--- src/rtl/multi_shift_reg.sv ---
// multi_shift_reg: N-bit shift/rotate register with a valid/ready command handshake.
//
// Ports
//   clk        rising-edge clock
//   reset_n    asynchronous active-low reset
//   cmd_valid  command request; accepted when cmd_valid && cmd_ready
//   cmd_ready  high while idle (a command can be accepted)
//   mode       000 HOLD, 001 SRL, 010 SLL, 011 LOAD, 100 ROR, 101 ROL, 110 SRA, 111 HOLD
//   amt        shift/rotate count (0..2^AMT_W-1, may exceed N)
//   in         parallel load data
//   MSB_in     serial fill for right shifts
//   LSB_in     serial fill for left shifts
//   Q          register contents
//   ser_out    last bit shifted out of Q
//   busy       multi-cycle shift in progress
//   done       one-cycle completion pulse
//
// Build option
//   MULTI_SHIFT_REG_BARREL_EN: when defined, shift/rotate commands finish in the accept cycle
//   through a combinational shifter and the SHIFT state is never entered. When undefined
//   (default), a k-bit shift runs one bit per clock.

module multi_shift_reg #(
    parameter int unsigned N     = 8,
    parameter int unsigned AMT_W = 4
) (
    input  logic             clk,
    input  logic             reset_n,
    input  logic             cmd_valid,
    output logic             cmd_ready,
    input  logic [2:0]       mode,
    input  logic [AMT_W-1:0] amt,
    input  logic [N-1:0]     in,
    input  logic             MSB_in,
    input  logic             LSB_in,
    output logic [N-1:0]     Q,
    output logic             ser_out,
    output logic             busy,
    output logic             done
);

    localparam logic [2:0] ModeHold = 3'b000;
    localparam logic [2:0] ModeSrl  = 3'b001;
    localparam logic [2:0] ModeSll  = 3'b010;
    localparam logic [2:0] ModeLoad = 3'b011;
    localparam logic [2:0] ModeRor  = 3'b100;
    localparam logic [2:0] ModeRol  = 3'b101;
    localparam logic [2:0] ModeSra  = 3'b110;

    typedef enum logic [0:0] {StIdle, StShift} state_e;

    state_e           state_q, state_d;
    logic [N-1:0]     q_q, q_d;
    logic             ser_q, ser_d;
    logic             done_q, done_d;
    logic [AMT_W-1:0] cnt_q, cnt_d;
    logic [2:0]       op_q, op_d;

    logic             accept;
    logic             is_shift;
    logic             start_iter;
    logic [N-1:0]     q_step;
    logic             ser_step;

    // One 1-bit operation; returns {exiting bit, new register value}.
    function automatic logic [N:0] step1(input logic [2:0] op, input logic [N-1:0] q,
                                         input logic msb, input logic lsb);
        logic [N:0] r;
        case (op)
            ModeSrl: r = {q[0], msb, q[N-1:1]};
            ModeSll: r = {q[N-1], q[N-2:0], lsb};
            ModeRor: r = {q[0], q[0], q[N-1:1]};
            ModeRol: r = {q[N-1], q[N-2:0], q[N-1]};
            ModeSra: r = {q[0], q[N-1], q[N-1:1]};
            default: r = {1'b0, q};
        endcase
        return r;
    endfunction

`ifdef MULTI_SHIFT_REG_BARREL_EN
    // Whole k-bit operation in one step; matches k iterations of step1 with constant fill.
    function automatic logic [N:0] barrel(input logic [2:0] op, input logic [N-1:0] q,
                                          input logic [AMT_W-1:0] k, input logic msb,
                                          input logic lsb);
        int unsigned  kk;
        int unsigned  r;
        logic [N-1:0] ones;
        logic [N-1:0] res;
        logic [N-1:0] tmp;
        logic         s;
        kk   = 32'(k);
        r    = kk % N;
        ones = '1;
        res  = q;
        s    = 1'b0;
        case (op)
            ModeSrl: begin
                res = (kk >= N) ? {N{msb}} : ((q >> kk) | (~(ones >> kk) & {N{msb}}));
                tmp = q >> (kk - 1);
                s   = (kk > N) ? msb : tmp[0];
            end
            ModeSll: begin
                res = (kk >= N) ? {N{lsb}} : ((q << kk) | (~(ones << kk) & {N{lsb}}));
                tmp = q << (kk - 1);
                s   = (kk > N) ? lsb : tmp[N-1];
            end
            ModeSra: begin
                res = (kk >= N) ? {N{q[N-1]}} : ($signed(q) >>> kk);
                tmp = q >> (kk - 1);
                s   = (kk > N) ? q[N-1] : tmp[0];
            end
            ModeRor: begin
                res = (q >> r) | (q << (N - r));
                s   = res[N-1];
            end
            ModeRol: begin
                res = (q << r) | (q >> (N - r));
                s   = res[0];
            end
            default: begin
                res = q;
                s   = 1'b0;
            end
        endcase
        return {s, res};
    endfunction
`endif

    assign accept   = cmd_valid && (state_q == StIdle);
    assign is_shift = mode inside {ModeSrl, ModeSll, ModeRor, ModeRol, ModeSra};

`ifdef MULTI_SHIFT_REG_BARREL_EN
    assign start_iter = 1'b0;
`else
    assign start_iter = accept && is_shift && (amt != '0);
`endif

    assign {ser_step, q_step} = step1(op_q, q_q, MSB_in, LSB_in);

    // State register
    always_ff @(posedge clk or negedge reset_n) begin
        if (!reset_n) begin
            state_q <= StIdle;
        end else begin
            state_q <= state_d;
        end
    end

    // Next-state logic
    always_comb begin
        state_d = state_q;
        unique case (state_q)
            StIdle:  if (start_iter) state_d = StShift;
            StShift: if (cnt_q == AMT_W'(1)) state_d = StIdle;
            default: state_d = StIdle;
        endcase
    end

    // Datapath next-state
    always_comb begin
        q_d    = q_q;
        ser_d  = ser_q;
        cnt_d  = cnt_q;
        op_d   = op_q;
        done_d = 1'b0;
        unique case (state_q)
            StIdle: begin
                if (accept) begin
                    if (mode == ModeLoad) begin
                        q_d    = in;
                        done_d = 1'b1;
                    end else if (!is_shift || (amt == '0)) begin
                        // HOLD, reserved, or zero-length shift: completes immediately
                        done_d = 1'b1;
                    end else begin
`ifdef MULTI_SHIFT_REG_BARREL_EN
                        {ser_d, q_d} = barrel(mode, q_q, amt, MSB_in, LSB_in);
                        done_d       = 1'b1;
`else
                        op_d  = mode;
                        cnt_d = amt;
`endif
                    end
                end
            end
            StShift: begin
                q_d   = q_step;
                ser_d = ser_step;
                cnt_d = cnt_q - AMT_W'(1);
                if (cnt_q == AMT_W'(1)) done_d = 1'b1;
            end
            default: ;
        endcase
    end

    always_ff @(posedge clk or negedge reset_n) begin
        if (!reset_n) begin
            q_q    <= '0;
            ser_q  <= 1'b0;
            done_q <= 1'b0;
            cnt_q  <= '0;
            op_q   <= ModeHold;
        end else begin
            q_q    <= q_d;
            ser_q  <= ser_d;
            done_q <= done_d;
            cnt_q  <= cnt_d;
            op_q   <= op_d;
        end
    end

    // Outputs
    always_comb begin
        cmd_ready = (state_q == StIdle);
        busy      = (state_q == StShift);
        Q         = q_q;
        ser_out   = ser_q;
        done      = done_q;
    end

endmodule

--- config.mk ---
export PLATFORM = sky130hd
export DESIGN_NAME = multi_shift_reg
export DESIGN_NICKNAME = d
export VERILOG_FILES = /design/src/rtl/multi_shift_reg.sv
export SDC_FILE = /design/constraint.sdc
export NUM_CORES = 1
export LEC_CHECK = 0
export CORE_UTILIZATION = 40
export CTS_BUF_LIST = sky130_fd_sc_hd__clkbuf_16
export DETAILED_ROUTE_END_ITERATION = 12
export GPL_ROUTABILITY_DRIVEN = 0
export PLACE_DENSITY = 0.73
export SLEW_MARGIN = 20
export SYNTH_ARGS = -nofsm -noshare
export SYNTH_HDL_FRONTEND = slang
export SYNTH_SLANG_ARGS = --single-unit
--- constraint.sdc ---
create_clock -name clk -period 2.1 [get_ports clk]
set_input_delay 0.315 -clock clk [delete_from_list [all_inputs] [get_ports clk]]
set_output_delay 0.315 -clock clk [all_outputs]
set_load 0.03 [all_outputs]
==> flow_summary.json, run 1 <==
{
  "outcome": "completed",
  "ir_worst_vdd_mv": 0.627,
  "hpwlAfterDp_um": 2150,
  "seq_area_um2": 450,
  "period_share_pct": 88.8,
  "layoutNonFillerInstCount": 200,
  "die_height_um": 58.5,
  "period_needed_ns": 1.86,
  "clk_latency_ns": 0.25,
  "synth_compound_area_share_pct": 21.7,
  "crit_type": "reg -> out",
  "htreeDepth": 1,
  "synth_cell_types": 44,
  "synth-async-reset-ratio_pct": 100,
  "synth_flop_cell": "dfrtp_1",
  "synth.top_cell.area_share_pct": 35.3,
  "antenna_found_initial": 0,
  "design.portCount": 32,
  "critPathLaunchType": "flip-flop",
  "cp_slowest_stage_delay_ns": 0.74,
  "num-nets-final": 179,
  "drt_iter0_markers": 26,
  "setup_slack_ns": 0.236,
  "cts_sinks": 18,
  "synth_top_family_by_area": "compound AO/OA/AOI/OAI gates",
  "antennaDiodeCount": 0,
  "ys_ff_latch": 18,
  "area_growth_pct": 34.4,
  "drcViolationCount": 0,
  "cts_hold_buf": 0,
  "grt_pass1_wl_um": 5090,
  "fin_setup_tns_ns": 0,
  "syn_inst": 124,
  "routed_wl_um": 2970,
  "p_comb_share_pct": 58.4,
  "max_freq_ghz": 0.536,
  "drive_gt1_share_pct": 14.7,
  "portBuffers": 31,
  "cpMaxStageDelayCell": "clkdlybuf4s50_1",
  "synth_top_area_cell": "dfrtp_1",
  "critPathArrivalTime_ns": 1.55,
  "firstDrtPassIters": 4,
  "die-area_um2": 3420,
  "core_um2": 3030,
  "rsz0062_at_grt": "no",
  "drt-wirelength-per-cell_um": 14.8,
  "start_util_pct": 42.1,
  "cts_tree": "done",
  "p_per_area_nw_per_um2": 1610,
  "synth-simple-area-share_pct": 16.8,
  "cts_setup_buffers": 0,
  "seq_power_share_pct": 27.6,
  "maxCapViolations": 0,
  "p_sw_share_pct": 43.5,
  "power.switching_mw": 1.20,
  "synthTopCellsByArea": "dfrtp_1 35%, mux2i_1 13%, a22oi_1 5.3%",
  "synthMuxAreaShare_pct": 17.8,
  "hold_viol": 0,
  "p_int_mw": 1.56,
  "synthXorXnorAreaFrac_pct": 1.37,
  "yosys_warnings": 0,
  "clockPowerShare_pct": 14.0,
  "multi_input_area_um2": 759,
  "grt_pass1_vias": 1132,
  "grt_max_degree": 20,
  "path_buf_inv": 1,
  "setup_violations": 0,
  "total_leakage_power_nw": 0.695,
  "synth_edf_count": 0,
  "postSynthAreaPerCell_um2": 10.3,
  "worstPathRequired_ns": 1.78,
  "syn_nets": 146,
  "path_cells": "clkdlybuf4s50_1",
  "grt.overflow.total": 0,
  "fillers": 260,
  "path_delay_family": "buffers and inverters",
  "viasPerCell": 5.62,
  "num_rows": 20,
  "relSlewSlack_pct": 61.5,
  "cts-root-buf": "clkbuf_16",
  "yosysSeqAreaShare_pct": 35.3,
  "die_w_um": 58.5,
  "clk_pin_slew_ns": 0.06,
  "synthAdderAreaFrac_pct": 1.96,
  "grt_usage_pct": 19.5,
  "cts_made_buffers": 3,
  "dp_cells": 196,
  "dp_slack_ns": 0.0191,
  "synth_common_cells": "18 x dfrtp_1, 17 x mux2i_1, 9 x a22oi_1, 7 x nor2b_1",
  "crit_path_end_kind": "output pin",
  "crit_fanout": 11,
  "post_cts_resized": 0,
  "dr_total_vias": 1124,
  "tightest_slew_ns": 0.576,
  "syn-cell-area_um2": 1270,
  "clockBufferDepth": 2,
  "post-synth-top-count-cell": "dfrtp_1",
  "drv_slew": 0,
  "ant_nets": 0,
  "finalClockSkew_ns": 0.00799,
  "hold_class": "in -> async"
}
[path summary, 6_finish.rpt]
check / start / end / slack [ns] / cells after the start
max in group asynchronous: reset_n / done / 1.48 / 2
worst min register to register: ser_out / ser_out / 0.51 / 1
worst min-delay path: reset_n / Q[3] / 0.41 / 2
min in group clk: ser_out / ser_out / 0.51 / 1
worst max-delay path: busy / busy / 0.24 / 1
worst max register to register: op_q[1] / Q[6] / 0.47 / 4
[metal layers]
layer	part of all wire [%]	global-route usage [%]	up-vias	routed length, um
li1	-	-	539	-
met2	49	33.5	33	1450
met3	4.5	3.96	6	133
met4	1.5	6.46	0	44
met1	45	24.4	546	1340
met5	0	0	-	0
[per-stage QoR]
step | hold WS [ns] | util (%) | power, mW | area [um2]
after floorplan | 0.0194 | - | 1.90 | 1270
after global placement | 0.494 | 54.0 | 2.33 | 1640
after detailed placement | 0.504 | 54.0 | 2.39 | 1640
after CTS | 0.431 | 56.6 | 2.78 | 1710
after global routing | 0.447 | 56.6 | 2.97 | 1710
final | 0.414 | 56.6 | 2.76 | 1710
[cell families after synthesis]
logic type      count (synthesis)
xor+xnor                        2
buf+inv                        13
flops                          18
mux                            22
fa+ha+maj                       2
compound gates                 37
simple gates                   30
[power by group through the flow]
stage	combinational [mW]	clock [mW]	sequential [mW]
after CTS	1.63	0.389	0.761
after global placement	1.58	0	0.756
final	1.61	0.388	0.763
after global routing	1.76	0.410	0.800
after detailed placement	1.62	0	0.766
after floorplan	1.01	0	0.891
[cell type report]
class,count,area share (%)
clock buffers,3,4.38
clock inverters,1,0.219
inverters,4,0.876
multi-input cells,93,44.3
flip-flops and latches,18,26.3
well taps,44,3.21
repair buffers,37,20.7
[state kept, by name (all words and copies together), names as in the netlist]
| register | cells |
|---|---|
| busy | 1 |
| op_q | 3 |
| ser_out | 1 |
| cnt_q | 4 |
| done | 1 |
| Q | 8 |
[cell usage in the layout, fill, tap and decap left out, drive strengths merged, types with 2 or more instances in the layout]
cell type,count
nor2b,7
mux2,5
buf,6
o21ai,2
ha,2
nor3,2
and3,3
a21oi,4
nor2,2
dfrtp,18
a21boi,5
xnor2,2
a22oi,9
nand2,5
o221ai,5
clkbuf,3
a221oi,2
clkdlybuf4s50,31
or3,2
nand3,3
inv,4
o22ai,2
mux2i,17
(Power assumes the default switching activity.)
==> run 2, diff against run 1 <==
--- a/config.mk
+++ b/config.mk
@@ -5,6 +5,7 @@
 export SDC_FILE = /design/constraint.sdc
 export NUM_CORES = 1
 export LEC_CHECK = 0
+export CORE_ASPECT_RATIO = 0.7
 export CORE_UTILIZATION = 40
 export CTS_BUF_LIST = sky130_fd_sc_hd__clkbuf_16
 export DETAILED_ROUTE_END_ITERATION = 12
==> flow_summary.json, run 2 (same netlist as run 1, synthesis figures left out) <==
{
  "routed_wl_um": 3210,
  "die-area_um2": 3420,
  "period_share_pct": 89.5,
  "cts_hold_buf": 0,
  "power.switching_mw": 1.23,
  "critPathArrivalTime_ns": 1.56,
  "maxCapViolations": 0,
  "cts_sinks": 18,
  "core_um2": 2900,
  "placed_area_um2": 1640,
  "clockPowerShare_pct": 13.9,
  "setup_violations": 0,
  "antennaDiodeCount": 0,
  "hpwlAfterDp_um": 2290,
  "p_per_area_nw_per_um2": 1630,
  "dp_slack_ns": 0.0719,
  "drive_gt1_share_pct": 16.5,
  "layout_commonest_cell": "clkdlybuf4s50_1",
  "drt_iter0_markers": 83,
  "drv_slew": 0,
  "clk_latency_ns": 0.25,
  "r2r_slack_ns": 0.44,
  "finalClockSkew_ns": 0.00104,
  "grt.overflow.total": 0,
  "worstReg2RegStart": "busy",
  "r2r_cells": 4,
  "max_freq_ghz": 0.532,
  "r2r_end": "Q[0]",
  "cts-root-buf": "clkbuf_16",
  "grt_pass1_wl_um": 5270,
  "dr_total_vias": 1134,
  "critPathLaunchType": "flip-flop",
  "die_w_um": 69.5,
  "die_height_um": 49.2,
  "total_leakage_power_nw": 0.704,
  "ant_nets": 0,
  "crit_fanout": 14,
  "ir_worst_vdd_mv": 0.785,
  "dr_wl_met3_um": 114,
  "grt_max_degree": 20,
  "antenna_found_initial": 0,
  "drcViolationCount": 0,
  "clk_pin_slew_ns": 0.05,
  "area_growth_pct": 34.9,
  "clockBufferDepth": 2,
  "crit_path_end_kind": "output pin",
  "largest_reg_flops": 8,
  "p_comb_share_pct": 57.9,
  "worstPathRequired_ns": 1.78,
  "grt_usage_pct": 19.5,
  "firstDrtPassIters": 4,
  "seq_power_share_pct": 28.2,
  "setup_slack_ns": 0.221,
  "route.top_layer_used": "met4",
  "num_rows": 16,
  "rsz0062_at_grt": "no",
  "portBuffers": 31,
  "htreeDepth": 1,
  "p_int_mw": 1.58,
  "p_sw_share_pct": 43.9,
  "mostFrequentLayoutCells": "31 x clkdlybuf4s50_1, 17 x dfrtp_1, 17 x mux2i_1, 9 x a22oi_1, 8 x buf_4",
  "outcome": "completed",
  "fin_area_um2": 1720,
  "cts_tree": "done",
  "grt_pass1_vias": 1144,
  "crit_type": "reg -> out",
  "fin_setup_tns_ns": 0,
  "cts_made_buffers": 3,
  "wl_met2_um": 1440,
  "num-nets-final": 181,
  "hold_viol": 0,
  "tightest_slew_ns": 0.352,
  "hold_class": "in -> async",
  "period_needed_ns": 1.88,
  "wl_met1_um": 1620,
  "start_util_pct": 43.9,
  "crit_end": "cmd_ready",
  "critical_path.startpoint": "busy",
  "relSlewSlack_pct": 76.6,
  "finalPower_mw": 2.81,
  "drt-wirelength-per-cell_um": 16.5,
  "design.portCount": 32,
  "viasPerCell": 5.85
}
[run 2: cell count changes in the layout (fill, tap and decap cells not counted)]
cell / delta
dfrtp_1: -1
buf_4: +2
dfrtp_2: +1
[run 2: timing repair]
item,4_1_cts,5_1_grt
setup buffers,0,0
resized for setup,0,1
endpoints found under the setup margin,0,2
[run 2: metrics by stage]
| stage | std cells | utilization [%] | hold WS [ns] |
|---|---|---|---|
| 2_1_floorplan | 124 | - | 0.0194 |
| 3_3_place_gp | 190 | 56.5 | 0.494 |
| 3_5_place_dp | 190 | 56.5 | 0.503 |
| 4_1_cts | 194 | 59.2 | 0.409 |
| 5_1_grt | 194 | 59.3 | 0.432 |
| 6_report | 194 | 59.3 | 0.398 |
[run 2: area by class of cell]
class                   instances  area, um2
clock buffers                   3       75.1
clock inverters                 1       3.75
fillers                       244       1180
inverters                       4       15.0
multi-input cells              93        759
flip-flops and latches         18        452
well taps                      36       45.0
repair buffers                 39        370
[run 2: power groups by stage]
stage	logic, mW	clock network (mW)	registers [mW]
after floorplan	1.01	0	0.891
after global placement	1.59	0	0.775
after detailed placement	1.61	0	0.787
after CTS	1.62	0.398	0.783
after global routing	1.77	0.415	0.818
final	1.63	0.390	0.793
[run 2: how the worst min path moves through the flow]
stage / startpoint / endpoint / depth (start not counted)
after global placement: ser_out / ser_out / 1
after detailed placement: ser_out / ser_out / 1
final: reset_n / ser_out / 2
after floorplan: reset_n / Q[0] / 0
after CTS: reset_n / ser_out / 2
after global routing: reset_n / cnt_q[0] / 2
[run 2: critical path, stage by stage, from the launching register on]
cell             delay, ns
dfrtp_2               0.52
inv_1                 0.12
clkdlybuf4s50_1       0.67
[run 2: per-layer routing]
metal,up-vias,global-route usage (%)
li1,544,-
met1,558,25.9
met2,27,30.9
met3,5,5.17
met4,0,6.46
met5,-,0
